===== config.mk =====
export PLATFORM = sky130hd
export DESIGN_NAME = farbborg_pwm_scan
export DESIGN_NICKNAME = d
export VERILOG_FILES = /design/src/rtl/farbborg_pkg.sv /design/src/rtl/farbborg_pwm_cmp.sv /design/src/rtl/farbborg_pwm_scan.sv
export SDC_FILE = /design/constraint.sdc
export NUM_CORES = 1
export LEC_CHECK = 0
export ABC_AREA = 1
export CAP_MARGIN = 15
export CORE_MARGIN = 5
export CORE_UTILIZATION = 48
export CTS_CLUSTER_DIAMETER = 120
export DETAILED_ROUTE_END_ITERATION = 16
export PLACE_DENSITY = 0.81
export SLEW_MARGIN = 20
export SYNTH_ARGS = -nofsm -noshare
export SYNTH_HDL_FRONTEND = slang
export SYNTH_SLANG_ARGS = --single-unit
export TNS_END_PERCENT = 100

===== constraint.sdc =====
create_clock -name clk -period 2.2 [get_ports clk]
set_clock_uncertainty 0.15 [all_clocks]
set_input_delay 0.55 -clock clk [delete_from_list [all_inputs] [get_ports clk]]
set_output_delay 0.55 -clock clk [all_outputs]
set_load 0.1 [all_outputs]

===== src/rtl/farbborg_pkg.sv =====
// Shared encodings and field widths for the farbborg PWM scan path.
package farbborg_pkg;

  localparam int unsigned LAYER_W = 3;
  localparam int unsigned WORD_W  = 4;
  localparam int unsigned BYTE_W  = 8;
  localparam int unsigned LANES   = 8;
  localparam int unsigned ADDR_W  = LAYER_W + WORD_W;

  typedef enum logic [2:0] {
    S_IDLE     = 3'd0,
    S_FETCH    = 3'd1,
    S_SHIFT_LO = 3'd2,
    S_SHIFT_HI = 3'd3,
    S_LATCH    = 3'd4,
    S_ADVANCE  = 3'd5
  } state_e;

endpackage


===== src/rtl/farbborg_pwm_cmp.sv =====
// Per-lane PWM decision: lane i is lit while its brightness byte exceeds the step.
module farbborg_pwm_cmp
  import farbborg_pkg::*;
(
  input  logic [LANES*BYTE_W-1:0] word_i,
  input  logic [BYTE_W-1:0]       step_i,
  output logic [LANES-1:0]        gt_o
);

  always_comb begin
    gt_o = '0;
    for (int unsigned i = 0; i < LANES; i++) begin
      gt_o[i] = (word_i[i*BYTE_W +: BYTE_W] > step_i);
    end
  end

endmodule


===== src/rtl/farbborg_pwm_scan.sv =====
// Frame-buffer scanner: walks layers/words, emits PWM bits to eight LED
// shift-register lanes with shift clock, latch, blank and layer select.
module farbborg_pwm_scan
  import farbborg_pkg::*;
#(
  parameter int unsigned NUM_LAYERS      = 8,
  parameter int unsigned WORDS_PER_LAYER = 16,
  parameter int unsigned PWM_STEPS       = 255
) (
  input  logic                    clk,
  input  logic                    reset,
  input  logic                    enable_i,
  output logic [ADDR_W-1:0]       addr_o,
  input  logic [LANES*BYTE_W-1:0] data_i,
  output logic [LANES-1:0]        sdo_o,
  output logic                    sclk_o,
  output logic                    latch_o,
  output logic                    blank_o,
  output logic [NUM_LAYERS-1:0]   layer_o,
  output logic                    frame_o
);

  localparam logic [LAYER_W-1:0] LAST_LAYER = LAYER_W'(NUM_LAYERS - 1);
  localparam logic [WORD_W-1:0]  LAST_WORD  = WORD_W'(WORDS_PER_LAYER - 1);
  localparam logic [BYTE_W-1:0]  LAST_STEP  = BYTE_W'(PWM_STEPS - 1);

  state_e                  state_q, state_d;
  logic [LAYER_W-1:0]      layer_q, layer_d;
  logic [WORD_W-1:0]       word_q, word_d;
  logic [BYTE_W-1:0]       step_q, step_d;
  logic [LANES-1:0]        sdo_q, sdo_d;
  logic                    blank_hold_q, blank_hold_d;
  logic [NUM_LAYERS-1:0]   layer_sel_q, layer_sel_d;
  logic [NUM_LAYERS-1:0]   layer_onehot;
  logic [LANES-1:0]        cmp_gt;

  farbborg_pwm_cmp u_cmp (
    .word_i (data_i),
    .step_i (step_q),
    .gt_o   (cmp_gt)
  );

  always_comb begin
    layer_onehot = '0;
    for (int unsigned i = 0; i < NUM_LAYERS; i++) begin
      layer_onehot[i] = (layer_q == LAYER_W'(i));
    end
  end

  always_comb begin
    state_d      = state_q;
    layer_d      = layer_q;
    word_d       = word_q;
    step_d       = step_q;
    sdo_d        = sdo_q;
    blank_hold_d = blank_hold_q;
    layer_sel_d  = layer_sel_q;
    case (state_q)
      S_IDLE: begin
        blank_hold_d = 1'b1;
        layer_sel_d  = '0;
        if (enable_i) state_d = S_FETCH;
      end
      S_FETCH: state_d = S_SHIFT_LO;
      S_SHIFT_LO: begin
        sdo_d   = cmp_gt;
        state_d = S_SHIFT_HI;
      end
      S_SHIFT_HI: begin
        if (word_q == LAST_WORD) begin
          word_d  = '0;
          state_d = S_LATCH;
        end else begin
          word_d  = word_q + WORD_W'(1);
          state_d = S_FETCH;
        end
        // Dropping enable abandons the step without a latch; the word pointer
        // still advances so a resume continues with the next word.
        if (!enable_i) state_d = S_IDLE;
      end
      S_LATCH: begin
        layer_sel_d = layer_onehot;
        state_d     = S_ADVANCE;
      end
      S_ADVANCE: begin
        blank_hold_d = 1'b0;
        if (step_q == LAST_STEP) begin
          step_d  = '0;
          layer_d = (layer_q == LAST_LAYER) ? '0 : layer_q + LAYER_W'(1);
        end else begin
          step_d = step_q + BYTE_W'(1);
        end
        state_d = enable_i ? S_FETCH : S_IDLE;
      end
      default: state_d = S_IDLE;
    endcase
  end

  always_ff @(posedge clk) begin
    if (reset) begin
      state_q      <= S_IDLE;
      layer_q      <= '0;
      word_q       <= '0;
      step_q       <= '0;
      sdo_q        <= '0;
      blank_hold_q <= 1'b1;
      layer_sel_q  <= '0;
    end else begin
      state_q      <= state_d;
      layer_q      <= layer_d;
      word_q       <= word_d;
      step_q       <= step_d;
      sdo_q        <= sdo_d;
      blank_hold_q <= blank_hold_d;
      layer_sel_q  <= layer_sel_d;
    end
  end

  // Step 0 latches a new layer's first data, so the outputs stay dark for that
  // cycle while the layer select is swapped underneath.
  always_comb begin
    case (state_q)
      S_IDLE:    blank_o = 1'b1;
      S_LATCH:   blank_o = (step_q == '0);
      S_ADVANCE: blank_o = 1'b0;
      default:   blank_o = blank_hold_q;
    endcase
  end

  assign addr_o  = {layer_q, word_q};
  assign sdo_o   = sdo_q;
  assign sclk_o  = (state_q == S_SHIFT_HI);
  assign latch_o = (state_q == S_LATCH);
  assign layer_o = (state_q == S_IDLE) ? '0 : layer_sel_q;
  assign frame_o = (state_q == S_ADVANCE) && (step_q == LAST_STEP) &&
                   (layer_q == LAST_LAYER);

endmodule


==> results.yml, run 1 <==
grt:
  grt_pass1_wl_um: 15400
  antenna_found_initial: 0
  grt_pass1_vias: 3279
  grtUsageTotal: 0.225
  grt_max_degree: 18
  grt-ovfl-total: 0
placed_design:
  placed_cells: 620
  place_hpwl_um: 7250
  portBuffers: 93
  gp_congestion: 0.825
floorplanning:
  die_width_um: 90.9
  start_util: 0.495
  fp.dieH_um: 90.9
  io_pins: 94
  die_area_mm2: 0.00827
  row_count: 29
  core_area_mm2: 0.00635
clocking:
  root_buffer: "clkbuf_8"
  clk_pin_slew_worst_paths_ns: 0.07
  htreeDepth: 2
  cts_buffer_depth: 2
  hold_buffers: 0
  cts.sinks: 35
  clock_latency_ns: 0.29
  cts_tree: "yes"
  numCtsBuffers: 5
synthesis:
  synthArstFlopShare: 0
  synth.avg_cell_area_um2: 6.98
  syn-cell-area_mm2: 0.00314
  yosys.cell_types.count: 28
  yosysWarnings: 0
  synth_edf_count: 0
  netlist_instances: 450
  ys_seq_area_frac: 0.223
  yosys.area.top_type: "ha_1"
  yosys-top-cells-area: "ha_1 (29%), dfxtp_1 (22%), nand2_1 (14%)"
  syn_nets: 591
  ys_seq_elements: 35
  synth_top_area_share: 0.295
  synth_ff_type: "dfxtp_1"
critical_path:
  critPathCaptureType: "primary output"
  path_cells: "inv_1 -> nand2_2 -> clkinvlp_4 -> buf_12 -> nor2_2 -> buf_12"
  cpMostUsedCell: "buf_12"
  slowest_stage: "dfxtp_4"
  cp.required_ns: 1.50
  cp-start-kind: "register"
  crit_fanout: 8
  crit_arrival_ns: 1.45
  crit_type: "register to primary output"
  critPathMaxStageDelay_ns: 0.38
cells_and_area:
  stdcell_count: 637
  n_antenna_cell: 0
  nFillCells: 448
  area_growth_pct: 50.4
  drive_above_1_share: 0.161
  layout.nets: 700
job:
  maxCapViolCount: 0
routing:
  viasPerCell: 5.07
  num_vias: 3232
  remaining_drc_errors: 0
  drtAntennaViolNets: 0
  drt_first_iter_violations: 136
  wirelength_um: 9520
  wl_per_cell_um: 14.9
  first_pass_iters: 4
sta:
  slew_viol_final: 0
  timing.final.crit_share: 0.979
  setup_viol: 0
  period_minus_slack_ns: 2.15
  hold_viol_final: 0
  maxSlewHeadroom: 0.600
  worstMarginPinSlew_ns: 0.599
  clock.fmax_mhz: 464
  rsz0062_at_grt: "yes"
power_and_ir_drop:
  ir_drop_v: 0.000481
  total_power_uw: 1870
  pwr_density_cell_mw_per_mm2: 395
  p_leak_uw: 0.00212
min_path:
  hp-class: "register to register"
run_status:
  status: "completed"
path summary, 6_finish.rpt:
check              from          to  slack (ns)  cells after the start
max          state_q[2]  layer_o[1]        0.05                      6
min            sdo_o[1]    sdo_o[1]        0.32                      2
max reg2reg   step_q[7]    sdo_o[2]        0.36                      7
min reg2reg    sdo_o[1]    sdo_o[1]        0.32                      2
metrics by stage:
| stage | TNS (ns) | hold WS (ns) | cell area [µm²] | setup slack, ns | util |
|---|---|---|---|---|---|
| final | 0 | 0.322 | 4730 | 0.0466 | 0.744 |
| after global routing | -0.0122 | 0.358 | 4730 | -0.0117 | 0.744 |
| after CTS | -0.00549 | 0.326 | 4620 | -0.00549 | 0.727 |
| after detailed placement | 0 | 0.315 | 4480 | 0.132 | 0.705 |
| after global placement | 0 | 0.305 | 4480 | 0.178 | 0.705 |
| after floorplan | -0.296 | 0.290 | 3220 | -0.0445 | - |
what timing repair did:
action,CTS,global route
resized for setup,5,13
endpoints found under the setup margin,9,8
pin swaps,3,4
setup buffers,3,6
critical path: cells and delay by family, from the launching register on:
family | cells | cell delay (ns)
buffers and inverters | 4 | 0.53
AND/OR/NAND/NOR | 2 | 0.25
flip-flops | 1 | 0.38
logic make-up after synthesis:
group	Yosys count	synth area share
compound gates	69	0.124
simple gates	199	0.267
fa+ha+maj	74	0.295
flops	35	0.223
xor+xnor	2	0.00557
buf+inv	71	0.0860
synthesized netlist by cell type, types with 3 or more instances:
cell / n
a21o_1: 8
dfxtp_1: 35
a21oi_1: 39
o21ai_0: 8
inv_1: 65
nand3_1: 8
ha_1: 74
nor2_4: 3
nor2_1: 59
o32ai_1: 3
nand2_1: 118
inv_2: 3
o22ai_1: 4
o21ai_1: 3
per-layer routing:
metal	GRT usage	wire [µm]	share of wire	vias up
li1	-	-	-	1672
met1	0.293	4370	0.46	1470
met2	0.385	4570	0.48	81
met3	0.0458	478	0.050	9
met4	0.0428	102	0.011	0
met5	0	0	0	-
where the power goes:
part	internal, µW	leakage (µW)	switching, µW
combinational	298	0.00178	399
sequential	655	0.000289	26.8
clock	253	0.0000482	235
total	1210	0.00212	661
sequential cells by signal, summed over array words and instances, names as in the netlist:
signal        flops
layer_sel_q       8
sdo_o             8
step_q            8
word_q            4
layer_q           3
state_q           3
blank_hold_q      1
area by class of cell:
type,count,area [µm²],area share
clock inverter,1,5.00,0.00106
sequential,35,727,0.154
multi-input combinational,344,2280,0.482
tap,77,96.3,0.0204
inverter,68,267,0.0564
clock buffer,7,86.3,0.0183
timing repair buffer,105,1270,0.268
placed cells by master, fill, tap and decap left out, types with 5 or more instances in the layout:
master and n:
a21o_1 8, nor2_1 48, ha_1 71, buf_4 14
clkbuf_8 6, dfxtp_4 6, nor2_2 5, a21oi_1 39
nor2_4 10, clkdlybuf4s50_1 66, dfxtp_1 26, nand2_1 115
o21ai_0 8, buf_12 25, inv_1 61, nand3_1 8
(Power assumes the default switching activity.)
==> run 2, diff against run 1 <==
--- a/config.mk
+++ b/config.mk
@@ -6,7 +6,7 @@
 export NUM_CORES = 1
 export LEC_CHECK = 0
 export ABC_AREA = 1
-export CAP_MARGIN = 15
+export CAP_MARGIN = 20
 export CORE_MARGIN = 5
 export CORE_UTILIZATION = 48
 export CTS_CLUSTER_DIAMETER = 120
==> results of run 2 <==
Same layout as run 1: the final DEF is identical, and so are final timing and power.
==> run 3, diff against run 2 <==
--- a/config.mk
+++ b/config.mk
@@ -10,6 +10,7 @@
 export CORE_MARGIN = 5
 export CORE_UTILIZATION = 48
 export CTS_CLUSTER_DIAMETER = 120
+export CTS_CLUSTER_SIZE = 12
 export DETAILED_ROUTE_END_ITERATION = 16
 export PLACE_DENSITY = 0.81
 export SLEW_MARGIN = 20
==> results of run 3 <==
Same layout as run 1: the final DEF is identical, and so are final timing and power.
